==> config.mk <==
export PLATFORM = sky130hd
export DESIGN_NAME = dl_ram_arbiter
export DESIGN_NICKNAME = d
export VERILOG_FILES = /design/src/rtl/dl_ram_arbiter.sv
export SDC_FILE = /design/constraint.sdc
export NUM_CORES = 1
export LEC_CHECK = 0
export BUFFER_PORTS_ARGS = -buffer_cell sky130_fd_sc_hd__buf_2
export CORE_ASPECT_RATIO = 1.5
export CORE_MARGIN = 4
export CORE_UTILIZATION = 40
export DETAILED_ROUTE_END_ITERATION = 6
export HOLD_SLACK_MARGIN = 0.05
export PLACE_DENSITY = 0.69
export SLEW_MARGIN = 10
export SYNTH_ARGS = -nofsm -noshare
export SYNTH_HDL_FRONTEND = slang
export SYNTH_SLANG_ARGS = --single-unit
==> constraint.sdc <==
create_clock -name clk_sys -period 3.1 [get_ports clk_sys]
set_input_delay 0.155 -clock clk_sys [delete_from_list [all_inputs] [get_ports clk_sys]]
set_output_delay 0.155 -clock clk_sys [all_outputs]
set_load 0.01 [all_outputs]
==> src/rtl/dl_ram_arbiter.sv <==
// Arbitrates the single-port system RAM between Z80 accesses and buffered HPS download bytes.
// Optional DL_CHECKSUM_EN adds dl_cksum, a mod-256 sum of every download byte written to RAM.
module dl_ram_arbiter #(
  parameter int unsigned FIFO_DEPTH = 4,
  parameter int unsigned RAM_AW     = 17,
  parameter int unsigned STARVE_MAX = 8
) (
  input  logic              clk_sys,
  input  logic              reset_n,
  input  logic              dn_go,
  input  logic              dn_wr,
  input  logic [24:0]       dn_addr,
  input  logic [7:0]        dn_data,
  input  logic              cpu_req,
  input  logic              cpu_we,
  input  logic [15:0]       cpu_addr,
  input  logic [7:0]        cpu_wdata,
  output logic              cpu_ack,
  output logic [7:0]        cpu_rdata,
  output logic [RAM_AW-1:0] ram_addr,
  output logic [7:0]        ram_wdata,
  output logic              ram_we,
  output logic              ram_re,
  input  logic [7:0]        ram_rdata,
  output logic              busy,
  output logic              done,
  output logic              overflow
`ifdef DL_CHECKSUM_EN
  ,
  output logic [7:0]        dl_cksum
`endif
);

  localparam int unsigned PW = (FIFO_DEPTH > 1) ? $clog2(FIFO_DEPTH) : 1;
  localparam int unsigned SW = $clog2(STARVE_MAX + 1);

  localparam logic [2:0] S_IDLE    = 3'd0;
  localparam logic [2:0] S_CPU_WR  = 3'd1;
  localparam logic [2:0] S_CPU_RD  = 3'd2;
  localparam logic [2:0] S_RD_WAIT = 3'd3;
  localparam logic [2:0] S_DL_WR   = 3'd4;

  logic [2:0]            state;
  logic [2:0]            arb_next;
  logic                  arbitrating;
  logic                  pop;
  logic                  cpu_grant;
  logic                  push_ok;
  logic                  fifo_nonempty;
  logic                  fifo_full;
  logic [RAM_AW+7:0]     fifo_mem [FIFO_DEPTH];
  logic [PW-1:0]         wr_ptr;
  logic [PW-1:0]         rd_ptr;
  logic [PW:0]           count;
  logic [RAM_AW+7:0]     head;
  logic [SW-1:0]         starve;
  logic [7:0]            rdata_q;
  logic                  dn_go_q;
  logic                  dn_rise;
  logic                  dn_fall;
  logic                  done_pend;
  logic                  land_ok;
  logic                  dn_addr_unused;

  assign dn_addr_unused = ^dn_addr[24:RAM_AW];

  assign fifo_nonempty = (count != '0);
  assign fifo_full     = (count == (PW+1)'(FIFO_DEPTH));
  assign head          = fifo_mem[rd_ptr];
  assign dn_rise       = dn_go & ~dn_go_q;
  assign dn_fall       = ~dn_go & dn_go_q;

  // DL_WR re-arbitrates on its own cycle, so a forced download write costs the CPU one cycle only.
  assign arbitrating = (state == S_IDLE) || (state == S_DL_WR);

  always_comb begin
    arb_next = S_IDLE;
    if ((starve >= SW'(STARVE_MAX)) && fifo_nonempty)
      arb_next = S_DL_WR;
    else if (cpu_req)
      arb_next = cpu_we ? S_CPU_WR : S_CPU_RD;
    else if (fifo_nonempty)
      arb_next = S_DL_WR;
  end

  assign pop       = arbitrating && (arb_next == S_DL_WR);
  assign cpu_grant = arbitrating && ((arb_next == S_CPU_WR) || (arb_next == S_CPU_RD));
  assign push_ok   = dn_wr && (!fifo_full || pop);

  // Read data passes straight through in RD_WAIT so it lines up with cpu_ack, then is held.
  assign cpu_rdata = (state == S_RD_WAIT) ? ram_rdata : rdata_q;
  assign busy      = dn_go | fifo_nonempty | (state == S_DL_WR);
  assign land_ok   = !dn_go && !fifo_nonempty && (state != S_DL_WR);

  always_ff @(posedge clk_sys or negedge reset_n) begin
    if (!reset_n) begin
      state     <= S_IDLE;
      ram_we    <= 1'b0;
      ram_re    <= 1'b0;
      cpu_ack   <= 1'b0;
      ram_addr  <= '0;
      ram_wdata <= '0;
      rdata_q   <= '0;
    end else begin
      ram_we  <= 1'b0;
      ram_re  <= 1'b0;
      cpu_ack <= 1'b0;
      if (arbitrating) begin
        state <= arb_next;
        case (arb_next)
          S_CPU_WR: begin
            ram_we    <= 1'b1;
            cpu_ack   <= 1'b1;
            ram_addr  <= RAM_AW'(cpu_addr);
            ram_wdata <= cpu_wdata;
          end
          S_CPU_RD: begin
            ram_re   <= 1'b1;
            ram_addr <= RAM_AW'(cpu_addr);
          end
          S_DL_WR: begin
            ram_we    <= 1'b1;
            ram_addr  <= head[RAM_AW+7:8];
            ram_wdata <= head[7:0];
          end
          default: ;
        endcase
      end else begin
        case (state)
          S_CPU_RD: begin
            state   <= S_RD_WAIT;
            cpu_ack <= 1'b1;
          end
          S_RD_WAIT: begin
            state   <= S_IDLE;
            rdata_q <= ram_rdata;
          end
          default: state <= S_IDLE;
        endcase
      end
    end
  end

  always_ff @(posedge clk_sys) begin
    if (push_ok)
      fifo_mem[wr_ptr] <= {dn_addr[RAM_AW-1:0], dn_data};
  end

  always_ff @(posedge clk_sys or negedge reset_n) begin
    if (!reset_n) begin
      wr_ptr <= '0;
      rd_ptr <= '0;
      count  <= '0;
      starve <= '0;
    end else begin
      if (push_ok) wr_ptr <= wr_ptr + 1'b1;
      if (pop)     rd_ptr <= rd_ptr + 1'b1;
      case ({push_ok, pop})
        2'b10:   count <= count + 1'b1;
        2'b01:   count <= count - 1'b1;
        default: count <= count;
      endcase
      if (!fifo_nonempty || pop)
        starve <= '0;
      else if (cpu_grant && (starve < SW'(STARVE_MAX)))
        starve <= starve + 1'b1;
    end
  end

  always_ff @(posedge clk_sys or negedge reset_n) begin
    if (!reset_n) begin
      dn_go_q   <= 1'b0;
      overflow  <= 1'b0;
      done      <= 1'b0;
      done_pend <= 1'b0;
    end else begin
      dn_go_q <= dn_go;
      done    <= 1'b0;
      if (dn_wr && fifo_full && !pop)
        overflow <= 1'b1;
      else if (dn_rise)
        overflow <= 1'b0;
      if (dn_rise) begin
        done_pend <= 1'b0;
      end else if (dn_fall) begin
        done_pend <= 1'b1;
      end else if (done_pend && land_ok) begin
        done      <= 1'b1;
        done_pend <= 1'b0;
      end
    end
  end

`ifdef DL_CHECKSUM_EN
  always_ff @(posedge clk_sys or negedge reset_n) begin
    if (!reset_n)
      dl_cksum <= '0;
    else if (dn_rise)
      dl_cksum <= pop ? head[7:0] : 8'h00;
    else if (pop)
      dl_cksum <= dl_cksum + head[7:0];
  end
`endif

endmodule
Yosys cells after proc, flatten, opt, wreduce, memory -nomap -nowiden:

Memories as Yosys holds them, arrays and structs flattened.
Index checks and enable logic that the tools add are counted.

* add/sub/neg operators: 5
* order comparisons: 2
* multiplexer cells: 29
* reduce and logical (&&, ||, !) cells: 30
* bitwise logic cells: 6
* eq/ne operators: 10

Operators by type and width (count)
* $pmux 17 s2: 1
* $mux 1: 17
* $pmux 8 s2: 1
* $mux 3: 4
* $logic_and 1x1->1: 10
* $reduce_bool 2->1: 5
* $eq 3x2->1 const B: 3
* $eq 3x3->1 const B: 3
* $mux 4: 2
* $mux 8: 1
* $pmux 3 s2: 1
* $reduce_bool 3->1: 2
* $add 2x1->2 const B: 2
* $add 4x1->4 const B: 1
* $ge 4x4->1 const B: 1
* $logic_not 1->1: 4
* $logic_or 1x1->1: 4
* $lt 4x4->1 const B: 1
* $mux 2: 2
* $reduce_and 2->1: 2
* $reduce_or 2->1: 2
* $add 3x1->3 const B: 1
* $eq 3x1->1 const B: 1
* $logic_not 3->1: 1
* 7 further kinds: 10

* output and inout bits: 39
* bits in writable memories: 100
* memories kept: 1
* input port bits: 71
* register bits after elaboration: 54
* word-level logic and storage cells: 98

Memories
* fifo_mem: words 4, bits a word 25, rd ports 1, clocked after Yosys merged registers in 0, write ports 1, line 51 `logic [RAM_AW+7:0] fifo_mem [FIFO_DEPTH];`

Depth between registers and ports, before layout:

Gate-level depths: netlist of the first run.

* word-level depth: 10
* depth in mapped cells: 6
* gate-level depth less buffers: 6

Worst setup path after synthesis of the first run:

No wires, ideal clock.

* path type: register to register
* from: register state[1]
* to: memory fifo_mem[0][0] (netlist name) (enable)
* stages on the path, launching flop included: 5
* path slack: 0.846 ns
* setup time: 0.384 ns
* path buffers: 0
* required time: 2.716 ns
* arrival: 1.870 ns
* period minus slack after synthesis: 2.254 ns
* cell sequence: dfrtp_1 > nor2_1 > nand3_2 > a21oi_1 > and2_1

* cells in the longest elaborated chain, start to end: 7
* elaborated cells between the ends (all ways): 8
* classes of those cells: eq/ne (1); mux (2); reduce/logical (5)

RTL lines
* start, declared: line 43 `logic [2:0] state;`
* start signal, assigned: line 109 `state <= arb_next;`
* $eq 3x3->1 or $logic_not 3->1 (tied branches): line 74 `assign arbitrating = (state == S_IDLE) || (state == S_DL_WR);`
* $logic_or 1x1->1 *: line 74
* $logic_and 1x1->1 *: line 86 `assign pop = arbitrating && (arb_next == S_DL_WR);`
* $logic_or 1x1->1 *: line 88 `assign push_ok = dn_wr && (!fifo_full || pop);`
* $logic_and 1x1->1 *: line 88
* $mux 1 *: line 145 `if (push_ok)`
* $mux 1 (not written as such) *: line 146 `fifo_mem[wr_ptr] <= {dn_addr[RAM_AW-1:0], dn_data};`
* end, declared: line 51

Mark *: on every way between the ends. The rest lies on a longest branch, timed or not.

Worst setup path in the final report of the first run:

* from: register state[1]
* to: memory fifo_mem[3][1] (netlist name) (enable)

Same word-level chain as after synthesis.

==> results of run 1 <==
worst max-delay path: cells and delay by family, from the launching register on:
family	cells	cell delay, ps
AND/OR/NAND/NOR	3	780
AO/OA/AOI/OAI	1	420
flip-flops	1	430
buffers and inverters	1	360
sequential cells by signal, indices dropped and copies added, names as in the netlist, 2 cells and up:
signal and cells:
rd_ptr 2, ram_addr 17, wr_ptr 2, state 3, starve 4, fifo_mem 100
rdata_q 8, ram_wdata 8, count 3
layout by cell type, fill, tap and decap left out, types with 2 or more instances in the layout:
cell type,count
buf_2,101
clkinvlp_4,4
dlygate4sd3_1,63
o21ai_0,2
or3_1,3
o221a_1,8
nor3_1,3
clkinv_2,2
nand2b_1,11
edfxtp_1,100
dfrtp_1,53
nor2_1,19
nand2_1,41
ha_1,8
nor3b_1,2
and2_1,4
xnor2_1,5
buf_4,10
mux2_2,17
inv_1,13
a31oi_1,16
a21oi_1,10
nand3_1,4
nor2b_1,2
clkinv_1,2
clkinv_4,2
mux4_2,25
clkbuf_16,17
worst min path at each step:
| stage | end | depth (start not counted) |
|---|---|---|
| after CTS | state[1]$_DFF_PN0_ | 2 |
| after floorplan | count[0]$_DFFE_PN0P_ | 0 |
| after global routing | rdata_q[3]$_DFFE_PN0P_ | 2 |
| after global placement | rdata_q[2]$_DFFE_PN0P_ | 1 |
| after detailed placement | starve[0]$_DFFE_PN0P_ | 1 |
| final | rdata_q[3]$_DFFE_PN0P_ | 2 |
where the power goes:
part | switching, uW | internal (uW)
sequential | 330 | 2820
combinational | 1200 | 1100
clock | 776 | 1090
metal layers:
metal	vias up	GRT usage (%)	routed length (microns)
met5	-	0	0
met4	0	5.73	268
met3	17	4.12	508
met2	107	26.5	6900
met1	1895	18.9	5250
li1	1772	-	-
cells in the mapped netlist, types with 8 or more instances:
library cell,number,area [sq um]
nor2_1,19,71.3
edfxtp_1,100,3000
nand2b_1,11,68.8
mux2_2,17,191
mux4_2,25,563
buf_2,9,45.0
ha_1,8,100
nand2_1,41,154
a21oi_1,10,50.1
inv_1,13,48.8
dfrtp_1,54,1350
o221a_1,8,90.1
a31oi_1,16,100
metrics by stage:
stage	util [%]	hold WS [ps]	power, uW	instances	cell area, sq um
3_5_place_dp	45.7	57.3	5480	673	6920
2_1_floorplan	-	-141	4710	379	6170
6_report	53.4	191	7320	766	8080
4_1_cts	53.4	169	7410	766	8080
5_1_grt	53.4	215	7760	766	8080
3_3_place_gp	45.7	58.4	5360	673	6920
final cells by class:
class | count | area, sq um | area share, %
clock buffers | 18 | 429 | 5.31
clock inverters | 12 | 104 | 1.28
inverters | 14 | 52.6 | 0.650
multi-input cells | 195 | 1680 | 20.8
flip-flops and latches | 154 | 4360 | 53.9
well taps | 199 | 249 | 3.08
repair buffers | 174 | 1210 | 15.0
repair_timing:
action | 4_1_cts | 5_1_grt
hold buffers | 63 | 0
setup buffers | 0 | 0
resized for setup | 0 | 0
hold endpoints to repair | 189 | 0
cells by family after synthesis:
family	after synthesis	synth area share, %
compound gates	42	4.79
xor+xnor	5	0.710
fa+ha+maj	9	1.95
buf+inv	30	2.13
flops	154	70.6
mux	43	12.4
simple gates	96	7.44
==> metrics.yaml, run 1 <==
synthesis:
  synthFlopType: "edfxtp_1"
  synth_cell_types: 39
  syn_area_sq_mm: 0.00617
  synth_edf_count: 100
  ys_seq_area_share_pct: 70.6
  ys_ff_latch: 154
  async_flop_share_pct: 35.1
  syn-mean-instance-area_sq_um: 16.3
  yosysWarnings: 0
  synth_nets: 459
  synth_cells: 379
grt:
  antenna_found_initial: 0
  grt_usage_pct: 15.6
  overflow: 0
  grt_pass1_wl_mm: 20.5
  grt_max_degree: 34
  grt_pass1_vias: 3971
critical_path:
  endpoint_kind: "flip-flop"
  r2r_end: "fifo_mem[3][1]$_DFFE_PP_"
  endpoint: "fifo_mem[3][1]$_DFFE_PP_"
  cp_data_arrival_time_ps: 2410
  critPathRequiredTime_ps: 3160
  slowest_delay_ps: 430
  critical_path_class: "reg -> reg"
  start_kind: "flip-flop"
  r2r_slack_ps: 750
  crit_path_start: "state[1]$_DFF_PN0_"
  reg2reg_from: "state[1]$_DFF_PN0_"
  worstRegToRegCells: 5
  crit_slowest_cell: "dfrtp_1"
  cp_max_fo: 25
  path_cells: "nor2_1 > nand3_2 > a21oi_1 > and2_1 > buf_4"
cells_and_area:
  fillers: 1240
  nets: 636
  antennaDiodeCount: 0
  area_growth_pct: 31.1
  drive_above_1_share_pct: 32.8
power:
  powerDensity_mw_per_mm2: 905
  ir_drop_uv: 336
  power_leakage_uw: 0.00317
die:
  die_width_microns: 109
  coreArea_sq_mm: 0.0151
  initial_core_util_pct: 40.7
  die_h_microns: 160
  rows: 55
  ios: 110
  die_area_sq_mm: 0.0175
clock_network:
  clock_sinks: 154
  h-tree-depth: 4
  cts-root-buf: "clkbuf_16"
  cts_tree: "built"
  clk_pin_slew_ps: 60
  clock_latency_ps: 410
  cts_buffer_depth: 2
  cts-buffers-inserted: 17
timing:
  finalWorstSetupSlack_ps: 754
  post-route-min-period_ps: 2350
  slew_headroom_pct: 25.0
  rsz0062_at_grt: "false"
  tns_ps: 0
  fin_skew_ps: 8.67
  setup_viol_count_final: 0
  slew_violations: 0
  hold_violations: 0
  max_slew.worst_pin.slew_ps: 1120
  max_freq_ghz: 0.426
  timing.final.crit_share_pct: 75.7
routing:
  drc: 0
  drt_iter0_drc: 233
  wl_per_cell_microns: 16.9
  vias: 3791
  drtAntennaViolNets: 0
  viasPerCell: 4.95
  totalWireLength_mm: 12.9
  dr.pass1.iters: 4
worst_hold_path:
  hold_class: "in -> async"
job:
  drv_cap: 0
placed_design:
  place_ws_ps: 753
  io_buffers: 101
  place.gp.congestion: 0.763
  dp_hpwl_mm: 8.54
run_status:
  status: "complete, no violations"
Power figures use the tool's default switching activity.
==> inputs of run 2 (changes only) <==
- PLACE_DENSITY: 0.69 -> 0.72
- clock period: 3.1 -> 2.1 ns (I/O delays scaled with it)
==> metrics.yaml, run 2 (synthesis results as in run 1) <==
clock_network:
  clock_latency_ps: 410  # about the same
  clock_sinks: 154  # unchanged
  cts_buffer_depth: 2  # unchanged
  cts-root-buf: "clkbuf_16"
  ctsResizeCount: 0  # unchanged
  clk_pin_slew_ps: 60  # about the same
  cts_setup_buffers: 0  # unchanged
  h-tree-depth: 4  # unchanged
  cts_tree: "built"
  holdBufCountCts: 63  # unchanged
  cts-buffers-inserted: 17  # unchanged
routing:
  wl_per_cell_microns: 16.6  # -1.4%
  vias: 3822  # +0.82%
  drc: 0  # unchanged
  dr.pass1.iters: 6  # +2
  drt_iter0_drc: 222  # -4.7%
  totalWireLength_mm: 12.9  # about the same
  drtAntennaViolNets: 0  # unchanged
  wl_met2_mm: 7.01  # +1.7%
  wl_met3_microns: 623  # +23%
  m1WireLength_mm: 5.06  # -3.7%
  viasPerCell: 4.93  # -0.48%
  top_layer: "met4"
worst_hold_path:
  hold_class: "in -> async"
timing:
  slew_violations: 0  # unchanged
  fin_skew_ps: 7.44  # -1.23 ps
  tns_ps: 0  # unchanged
  timing.final.crit_share_pct: 94.7  # +19 points
  rsz0062_at_grt: "false"
  slew_headroom_pct: 67.5  # +42 points
  hold_violations: 0  # unchanged
  max_slew.worst_pin.slew_ps: 487  # -637 ps
  setup_viol_count_final: 0  # unchanged
  post-route-min-period_ps: 1990  # -357 ps
  max_freq_ghz: 0.503  # +18%
die:
  initial_core_util_pct: 40.7  # unchanged
  die_width_microns: 109  # unchanged
  ios: 110  # unchanged
  die_h_microns: 160  # unchanged
  die_area_sq_mm: 0.0175  # unchanged
  rows: 55  # unchanged
  coreArea_sq_mm: 0.0151  # unchanged
power:
  ir_drop_uv: 712  # +110%
  powerDensity_mw_per_mm2: 1350  # +49%
  power_leakage_uw: 0.00325  # +2.7%
placed_design:
  io_buffers: 101  # unchanged
  place.gp.congestion: 0.785  # +2.8%
  dp_hpwl_mm: 8.74  # +2.3%
cells_and_area:
  largest_reg_flops: 100  # unchanged
  area_growth_pct: 33.9
  final_common_cell: "buf_2"
  drive_above_1_share_pct: 34.8  # +2.0 points
  nets: 644  # +1.3%
  fillers: 1198  # -3.4%
  layout_common_cells: "101 x buf_2, 100 x edfxtp_1, 63 x dlygate4sd3_1"
  largest-register: "fifo_mem"
  top_regs: "fifo_mem (100), ram_addr (17)"
  antennaDiodeCount: 0  # unchanged
  fin_util_pct: 54.5  # +1.1 points
critical_path:
  critical_path_class: "reg -> reg"
  start_kind: "flip-flop"
  cp_max_fo: 5  # -80%
  cp_data_arrival_time_ps: 2340  # -70 ps
  r2r_slack_ps: 110  # -640 ps
  endpoint_kind: "flip-flop"
  critPathRequiredTime_ps: 2450  # -710 ps
grt:
  overflow: 0  # unchanged
  grt_max_degree: 31  # -8.8%
  grt_usage_pct: 15.6  # -0.041 points
  grt_pass1_vias: 4102  # +3.3%
  antenna_found_initial: 0  # unchanged
  grt_pass1_wl_mm: 20.8  # +1.4%
job:
  drv_cap: 0  # unchanged
run_status:
  status: "complete, no violations"
[run 2: cell types whose count changed in the layout (fill, tap and decap cells not counted), sizes merged]
cell and delta:
buf +8, inv +6, clkinv -2, clkbuf -1, clkinvlp -1
[run 2: layer usage]
metal | track usage, % | up-vias
met5 | 0 | -
met4 | 6.07 | 0
met3 | 3.03 | 21
met2 | 27.2 | 130
met1 | 18.6 | 1877
li1 | - | 1794
[run 2: critical path: stages (launching register included)]
cell           delay (ps)
dfrtp_1               430
or3_1                 470
nand2_1               250
nand2_1                90
nor3_1                130
dlygate4sd3_1         570
[run 2: layout make-up]
cell class / count / area [sq um] / area share [%]
Sequential cell: 154 / 4360 / 52.8
Multi-Input combinational cell: 195 / 1690 / 20.4
Timing Repair Buffer: 182 / 1350 / 16.3
Clock buffer: 17 / 425 / 5.15
Tap cell: 199 / 249 / 3.02
Clock inverter: 15 / 140 / 1.70
Inverter: 14 / 52.6 / 0.636
[run 2: worst paths after layout]
| path | cells past startpoint | startpoint | to |
|---|---|---|---|
| max in group asynchronous | 3 | reset_n | ram_addr[8]$_DFFE_PN0P_ |
| worst max register to register | 5 | count[1]$_DFFE_PN0P_ | ram_re$_DFF_PN0_ |
| worst max-delay path | 5 | count[1]$_DFFE_PN0P_ | ram_re$_DFF_PN0_ |
| min in group clk_sys | 2 | dn_go | dn_go_q$_DFF_PN0_ |
| worst min-delay path | 2 | reset_n | ram_wdata[4]$_DFFE_PN0P_ |
| worst min register to register | 1 | rdata_q[0]$_DFFE_PN0P_ | rdata_q[0]$_DFFE_PN0P_ |
[run 2: power by group]
| part | internal [uW] | switching (uW) |
|---|---|---|
| Clock | 1650 | 1230 |
| Sequential | 4160 | 409 |
| Combinational | 1800 | 1890 |
[run 2: stage by stage]
stage	hold WS, ps	total power (uW)	instances	worst slack (ps)	area (sq um)
final	183	11100	776	111	8260
after global routing	233	11800	776	26.1	8260
after CTS	183	11300	776	129	8260
after detailed placement	85.9	8280	681	276	7060
after global placement	81.9	8120	681	311	7060
after floorplan	-191	6950	379	101	6170
